--- src/rtl/shift_stage_pkg.sv ---
// Shared types for the shift_stage operand-shaping block.
package shift_stage_pkg;

    localparam int DEF_WIDTH = 9;
    localparam int DEF_CNT_W = 4;

    typedef enum logic [2:0] {
        OP_SHL  = 3'd0,
        OP_SHR  = 3'd1,
        OP_ASHL = 3'd2,
        OP_ASHR = 3'd3,
        OP_ADD  = 3'd4,
        OP_NOT  = 3'd5,
        OP_LNOT = 3'd6,
        OP_RSVD = 3'd7
    } op_e;

    typedef enum logic [1:0] {
        IDLE = 2'd0,
        RUN  = 2'd1,
        HOLD = 2'd2
    } state_e;

    // Opcodes 0-3 are the iterative shifts.
    function automatic logic is_shift(input op_e op);
        return (op[2] == 1'b0);
    endfunction

endpackage

--- src/rtl/shift_stage_step.sv ---
// One combinational step: a single-bit shift, or a complete add/invert.
module shift_stage_step
    import shift_stage_pkg::*;
#(
    parameter int WIDTH = DEF_WIDTH
) (
    input  op_e              op,
    input  logic [WIDTH-1:0] value,
    input  logic [WIDTH-1:0] b,
    output logic [WIDTH-1:0] next,
    output logic             carry
);

    logic [WIDTH:0] sum;

    assign sum = {1'b0, value} + {1'b0, b};

    always_comb begin
        next  = value;
        carry = 1'b0;
        case (op)
            OP_SHL, OP_ASHL: next = {value[WIDTH-2:0], 1'b0};
            OP_SHR:          next = {1'b0, value[WIDTH-1:1]};
            OP_ASHR:         next = {value[WIDTH-1], value[WIDTH-1:1]};
            OP_ADD: begin
                next  = sum[WIDTH-1:0];
                carry = sum[WIDTH];
            end
            OP_NOT:          next = ~value;
            OP_LNOT: begin
                next    = '0;
                next[0] = (value == '0);
            end
            default:         next = value;
        endcase
    end

endmodule

--- src/rtl/shift_stage.sv ---
// Operand-shaping stage: accepts one command, iterates shifts one bit per
// clock, and holds the x/y result on a valid/ready port.
//
// state | meaning
// IDLE  | ready for a command
// RUN   | iterating a shift, count = steps remaining
// HOLD  | result presented, waiting for out_ready
module shift_stage
    import shift_stage_pkg::*;
#(
    parameter int WIDTH = DEF_WIDTH,
    parameter int CNT_W = DEF_CNT_W
) (
    input  logic             clk,
    input  logic             rst_n,
    input  logic             in_valid,
    output logic             in_ready,
    input  logic [2:0]       in_op,
    input  logic [WIDTH-1:0] in_a,
    input  logic [WIDTH-1:0] in_b,
    input  logic [CNT_W-1:0] in_amt,
    output logic             out_valid,
    input  logic             out_ready,
    output logic [WIDTH-1:0] out_x,
    output logic [WIDTH-1:0] out_y,
    output logic             busy
);

    state_e           state_q, state_d;
    op_e              op_q;
    op_e              cmd_op;
    logic [CNT_W-1:0] count_q;
    logic [WIDTH-1:0] work_q;

    op_e              step_op;
    logic [WIDTH-1:0] step_value;
    logic [WIDTH-1:0] step_next;
    logic             step_carry;

    logic accept;
    logic start_run;
    logic last_step;

    assign cmd_op    = op_e'(in_op);
    assign in_ready  = (state_q == IDLE) && rst_n;
    assign out_valid = (state_q == HOLD);
    assign busy      = (state_q != IDLE);

    assign accept    = in_valid && in_ready;
    assign start_run = accept && is_shift(cmd_op) && (in_amt != '0);
    assign last_step = (state_q == RUN) && (count_q == CNT_W'(1));

    // The step unit sees the incoming command in IDLE and the working value in RUN.
    assign step_op    = (state_q == IDLE) ? cmd_op : op_q;
    assign step_value = (state_q == IDLE) ? in_a : work_q;

    shift_stage_step #(
        .WIDTH (WIDTH)
    ) u_step (
        .op    (step_op),
        .value (step_value),
        .b     (in_b),
        .next  (step_next),
        .carry (step_carry)
    );

    always_ff @(posedge clk) begin
        if (!rst_n) state_q <= IDLE;
        else        state_q <= state_d;
    end

    always_comb begin
        state_d = state_q;
        case (state_q)
            IDLE: if (accept)    state_d = start_run ? RUN : HOLD;
            RUN:  if (last_step) state_d = HOLD;
            HOLD: if (out_ready) state_d = IDLE;
            default:             state_d = IDLE;
        endcase
    end

    always_ff @(posedge clk) begin
        if (!rst_n) begin
            op_q    <= OP_SHL;
            count_q <= '0;
            work_q  <= '0;
            out_x   <= '0;
            out_y   <= '0;
        end else begin
            if (accept) begin
                op_q  <= cmd_op;
                out_y <= (cmd_op == OP_ADD) ? {{(WIDTH-1){1'b0}}, step_carry} : in_b;
                if (start_run) begin
                    work_q  <= in_a;
                    count_q <= in_amt;
                end else begin
                    // A zero-length shift passes the operand through untouched.
                    out_x <= is_shift(cmd_op) ? in_a : step_next;
                end
            end
            if (state_q == RUN) begin
                work_q  <= step_next;
                count_q <= count_q - CNT_W'(1);
                if (last_step) out_x <= step_next;
            end
        end
    end

endmodule

--- config.mk ---
export PLATFORM = sky130hd
export DESIGN_NAME = shift_stage
export DESIGN_NICKNAME = d
export VERILOG_FILES = /design/src/rtl/shift_stage_pkg.sv /design/src/rtl/shift_stage_step.sv /design/src/rtl/shift_stage.sv
export SDC_FILE = /design/constraint.sdc
export NUM_CORES = 1
export LEC_CHECK = 0
export BUFFER_PORTS_ARGS = -buffer_cell sky130_fd_sc_hd__buf_2
export CORE_UTILIZATION = 25
export DETAILED_ROUTE_END_ITERATION = 7
export GPL_ROUTABILITY_DRIVEN = 0
export REMOVE_ABC_BUFFERS = 1
export SLEW_MARGIN = 10
export SYNTH_ARGS = -nofsm -noshare
export SYNTH_HDL_FRONTEND = slang
export SYNTH_SLANG_ARGS = --single-unit
--- constraint.sdc ---
create_clock -name clk -period 3.2 [get_ports clk]
set_input_delay 0.64 -clock clk [delete_from_list [all_inputs] [get_ports clk]]
set_output_delay 0.64 -clock clk [all_outputs]
set_load 0.005 [all_outputs]
# [After elaboration in Yosys (flattened, before gate mapping)]
# Cells that the tools add are included.
[classes] n_eq_ne=13 reduce_logical=15 mux=21 add_sub_neg=2 bitwise=2
[op_table] operator="$mux 9" count=10
[op_table] operator="$pmux 9 s6" count=1
[op_table] operator="$eq 3x3->1 const B" count=4
[op_table] operator="$mux 4" count=3
[op_table] operator="$add 9x9->10" count=1
[op_table] operator="$logic_not 9->1" count=1
[op_table] operator="$not 9->9" count=1
[op_table] operator="$mux 2" count=4
[op_table] operator="$eq 3x2->1 const B" count=2
[op_table] operator="$pmux 2 s3" count=1
[op_table] operator="$reduce_bool 2->1" count=3
[op_table] operator="$logic_and 1x1->1" count=5
[op_table] operator="$eq 4x1->1 const B" count=1
[op_table] operator="$ne 2x2->1 const B" count=2
[op_table] operator="$reduce_bool 4->1" count=1
[op_table] operator="$sub 4x1->4 const B" count=1
[op_table] operator="$eq 3x1->1 const B" count=1
[op_table] operator="$logic_not 3->1" count=1
[op_table] operator="$mux 3" count=1
[op_table] operator="$reduce_and 3->1" count=1
[op_table] operator="$eq 2x1->1 const B" count=1
[op_table] operator="$eq 2x2->1 const B" count=1
[op_table] operator="$logic_not 2->1" count=1
[op_table] operator="$ne 2x1->1 const B" count=1
[op_table] operator="4 further kinds" count=4
[totals] wordCells=59 regBits=36 output_inout_bits=21

# [Depth between registers and ports, before layout]
[depth] ltp_word=10 ltp_mapped=13

# [Cells and area by module]
# From an unflattened synthesis, not the netlist that was laid out.
[hier_totals] cells_unflattened=314 hier_area_um2=2546.2
[modules_own_cells] mod="shift_stage" area_each_um2=1820.5 cells_per_inst=217 n_inst=1
[modules_own_cells] mod="shift_stage_step" area_each_um2=725.7 cells_per_inst=97 n_inst=1

# [Worst setup path after synthesis]
# OpenSTA, ideal clock, no wires.
[synth_path] path_type="reg2reg" start="register state_q[1]" end="register out_x[5]" t_arrival_ns=2.555 stages_incl_launch_ff=12 setup_time_ns=0.122 path_buffers=2 required_time_ns=3.078 synth_period_minus_slack_ns=2.677 path_slack_ns=0.523 path_cell_list="dfxtp_1 -> buf_6 -> nor2_4 -> buf_6 -> mux2i_1 -> inv_1 -> ha_1 -> a21oi_1 -> a21oi_1 -> o31ai_1 -> a2111oi_4 -> o311a_1"
[synth_between] elab_chain_cells=10
[synth_lines] item="from (decl)" line="shift_stage.sv:29" rtl="state_e state_q, state_d;"
[synth_lines] item="from (signal assigned)" line="shift_stage.sv:69" rtl="else state_q <= state_d;"
[synth_lines] item="branches (longest 9 deep; another with $add 9x9->10)"
[synth_lines] item="$mux 9 *" line="shift_stage.sv:101" rtl="if (state_q == RUN) begin"
[synth_lines] item="to (signal assigned)" line="shift_stage.sv:98" rtl="out_x <= is_shift(cmd_op) ? in_a : step_next;"
[synth_lines] item="to (signal assigned)" line="shift_stage.sv:104" rtl="if (last_step) out_x <= step_next;"
[synth_lines] item="to (decl)" line="shift_stage.sv:24" rtl="output logic [WIDTH-1:0] out_x,"
# Every way passes the cells marked *.
# A chain may end at the register's enable or synchronous reset.

# [Worst setup path after layout]
# Ends and elaborated chain as after synthesis.

==> run_results.csv <==
group,metric,value,unit
outcome,outcome,"complete, no violations",
route,wl_met1,5030,µm
logic_synthesis,synth.area.top_cells,"dfxtp_1, nor2_1, a21oi_1, ha_1, o21ai_0",
route,vias_per_cell,5.65,
power,power.total,0.00158,W
logic_synthesis,yosys_warnings,0,
clock_network,postCtsHoldBufs,0,
min_path,min_path_type,"reg -> reg",
power,power.switching,0.000549,W
logic_synthesis,synth_area,3140,µm²
logic_synthesis,ys_types,76,
run,cap_violations,0,
sta,whs,0.507,ns
floorplanning,fp.dieW,114,µm
power,comb_power_share,30.4,%
layout,diodes,0,
global_routing,grt_pass1_wl,18000,µm
critical_path,critPathMaxFanout,9,
power,power_density,426,nW/µm²
sta,hold_violations,0,
sta,setup_violations,0,
critical_path,arrival,3.04,ns
floorplanning,die_area,13000,µm²
route,wl_per_cell,18.6,µm
power,vdd.ir_drop.worst,0.166,mV
critical_path,start_kind,"flip-flop",
clock_network,cts_made_buffers,5,
sta,period_needed,2.85,ns
route,dr.max_layer_used,"met4",
logic_synthesis,netlist.area_leader.share,23.0,%
layout,nNetsFinal,490,
clock_network,cts_buffer_depth,2,
logic_synthesis,synth.most_common_cell,"nor2_1",
global_routing,groute.usage.overall,17.9,%
layout,areaGrowthSynthToFinish,18.6,%
global_routing,overflow,0,
logic_synthesis,synthArstFlopShare,0,%
sta,slew_headroom,52.0,%
logic_synthesis,yosysSeqAreaShare,23.0,%
power,leakagePower,1.48,nW
logic_synthesis,synth_edf_count,0,
clock_network,clock_latency,0.30,ns
critical_path,critPathCaptureType,"flip-flop",
clock_network,clock-sinks,36,
sta,rsz0062_at_grt,"no",
route,wl_met2,4870,µm
layout,fill_cells,1331,
place,portBuffers,49,
power,p_seq_share,32.2,%
global_routing,grt_pass1_vias,3224,
power,p_int,0.00103,W
floorplanning,die_h,114,µm
critical_path,path_class,"reg -> reg",
global_routing,antenna_found_initial,0,
route,ant_nets,0,
sta,fin_crit_sh,89.2,%
power,switching_share,34.7,%
floorplanning,core_area,12100,µm²
place,hpwlAfterDp,8410,µm
global_routing,grt_start_max_net_pins,26,
clock_network,ctsResizeCount,0,
floorplanning,start_util,25.9,%
logic_synthesis,synth_top_flop_cell,"dfxtp_1",
route,dr_wl_met3,1090,µm
clock_network,postCtsSetupBuffers,0,
sta,slew_viol_final,0,
route,drc_errors,0,
logic_synthesis,ys_top_cells_by_count,"nor2_1, dfxtp_1, a21oi_1, nand2_1, o21ai_0",
sta,skew,0.00655,ns
logic_synthesis,ys_ff_latch,36,
clock_network,htree_levels,2,
sta,fmax,350,MHz
layout,drive_above_1_share,21.6,%
logic_synthesis,synth_top_cell_by_area,"dfxtp_1",
logic_synthesis,syn_inst,404,
sta,worstMarginPinSlew,0.714,ns
floorplanning,placementRows,40,
route,wirelength,11400,µm
route,drtIter0Drc,430,
sta,tns,0,ns
logic_synthesis,syn_avg_cell_area,7.77,µm²
clock_network,path_clk_slew,0.06,ns
clock_network,ctsRootBufferMaster,"clkbuf_16",
route,firstDrtPassIters,5,
power,p_clk_share,37.4,%
floorplanning,pin_count,50,
critical_path,required,3.39,ns
route,vias,3483,
clock_network,cts_tree,"built",
## logic make-up (layout without fill, tap and decap cells)
family / count (synthesis) / after routing / synth area share, %
fa+ha+maj: 13 / 13 / 5.42
compound gates: 147 / 147 / 32.9
simple gates: 143 / 143 / 25.0
flops: 36 / 36 / 23.0
xor+xnor: 5 / 5 / 1.40
buf+inv: 44 / 89 / 6.98
mux: 16 / 16 / 5.38
## critical path, cell delays in order, from the launching register on
cell       delay [ns]
dfxtp_1          0.35
nor2_4           0.31
buf_4            0.23
mux2i_1          0.27
inv_1            0.07
ha_1             0.18
a21oi_1          0.28
a21oi_1          0.18
o31ai_1          0.38
a2111oi_4        0.12
o311a_1          0.37
## through the flow
step	worst slack, ns	instance area [µm²]	util, %	instances
2_1_floorplan	0.254	2990	-	377
3_3_place_gp	0.281	3550	29.3	609
3_5_place_dp	0.246	3550	29.3	609
4_1_cts	0.368	3720	30.7	617
5_1_grt	0.189	3720	30.7	617
6_report	0.347	3720	30.7	617
## final timing paths
check | startpoint | end | slack [ns] | cells after the start
setup / recovery | state_q[1]$_SDFFE_PN0P_ | out_x[5]$_SDFF_PN0_ | 0.35 | 10
hold / removal | out_y[1]$_SDFFE_PN0P_ | out_y[1]$_SDFFE_PN0P_ | 0.51 | 2
setup reg to reg | state_q[1]$_SDFFE_PN0P_ | out_x[5]$_SDFF_PN0_ | 0.35 | 10
hold reg to reg | out_y[1]$_SDFFE_PN0P_ | out_y[1]$_SDFFE_PN0P_ | 0.51 | 2
## flip-flops by register name, summed over array words and instances (netlist names)
name / cells
out_y: 9
work_q: 9
state_q: 2
op_q: 3
count_q: 4
out_x: 9
## layout make-up
cell class / instances / area (µm²) / share of cell area, %
inverter: 17 / 66.3 / 1.78
sequential: 36 / 721 / 19.4
tap: 168 / 210 / 5.65
multi-input combinational: 324 / 2200 / 59.1
clock inverter: 3 / 42.5 / 1.14
clock buffer: 5 / 125 / 3.36
timing repair buffer: 64 / 358 / 9.61
## routing by layer
metal	vias to the layer above	GRT usage [%]
li1	1621	-
met4	0	9.09
met2	202	26.2
met1	1613	24.2
met5	-	0
met3	47	4.66
## power groups by stage
stage / clock network (W) / logic (W) / registers, W
after floorplan: 0 / 0.000296 / 0.000516
after global placement: 0 / 0.000467 / 0.000518
after detailed placement: 0 / 0.000469 / 0.000518
after CTS: 0.000598 / 0.000472 / 0.000509
after global routing: 0.000616 / 0.000526 / 0.000513
final: 0.000592 / 0.000482 / 0.000510
## layout by cell type (no fill, tap or decap), types with 6 or more instances in the layout
cell type | synthesis | layout
nand3_1 | 10 | 10
nor4_1 | 6 | 6
nor3_1 | 12 | 12
a21oi_1 | 30 | 30
o21ai_0 | 21 | 21
dfxtp_1 | 36 | 36
buf_4 | 1 | 15
nand2b_1 | 7 | 7
a22oi_1 | 13 | 13
mux2i_1 | 9 | 9
inv_1 | 16 | 16
nor4b_1 | 6 | 6
mux2_2 | 7 | 7
ha_1 | 12 | 12
nor2_1 | 41 | 41
nand2_1 | 27 | 27
o211ai_1 | 7 | 7
a31oi_1 | 10 | 10
o21ai_1 | 9 | 9
buf_2 | 8 | 49
Note: power is estimated with default switching activity, not from simulation.
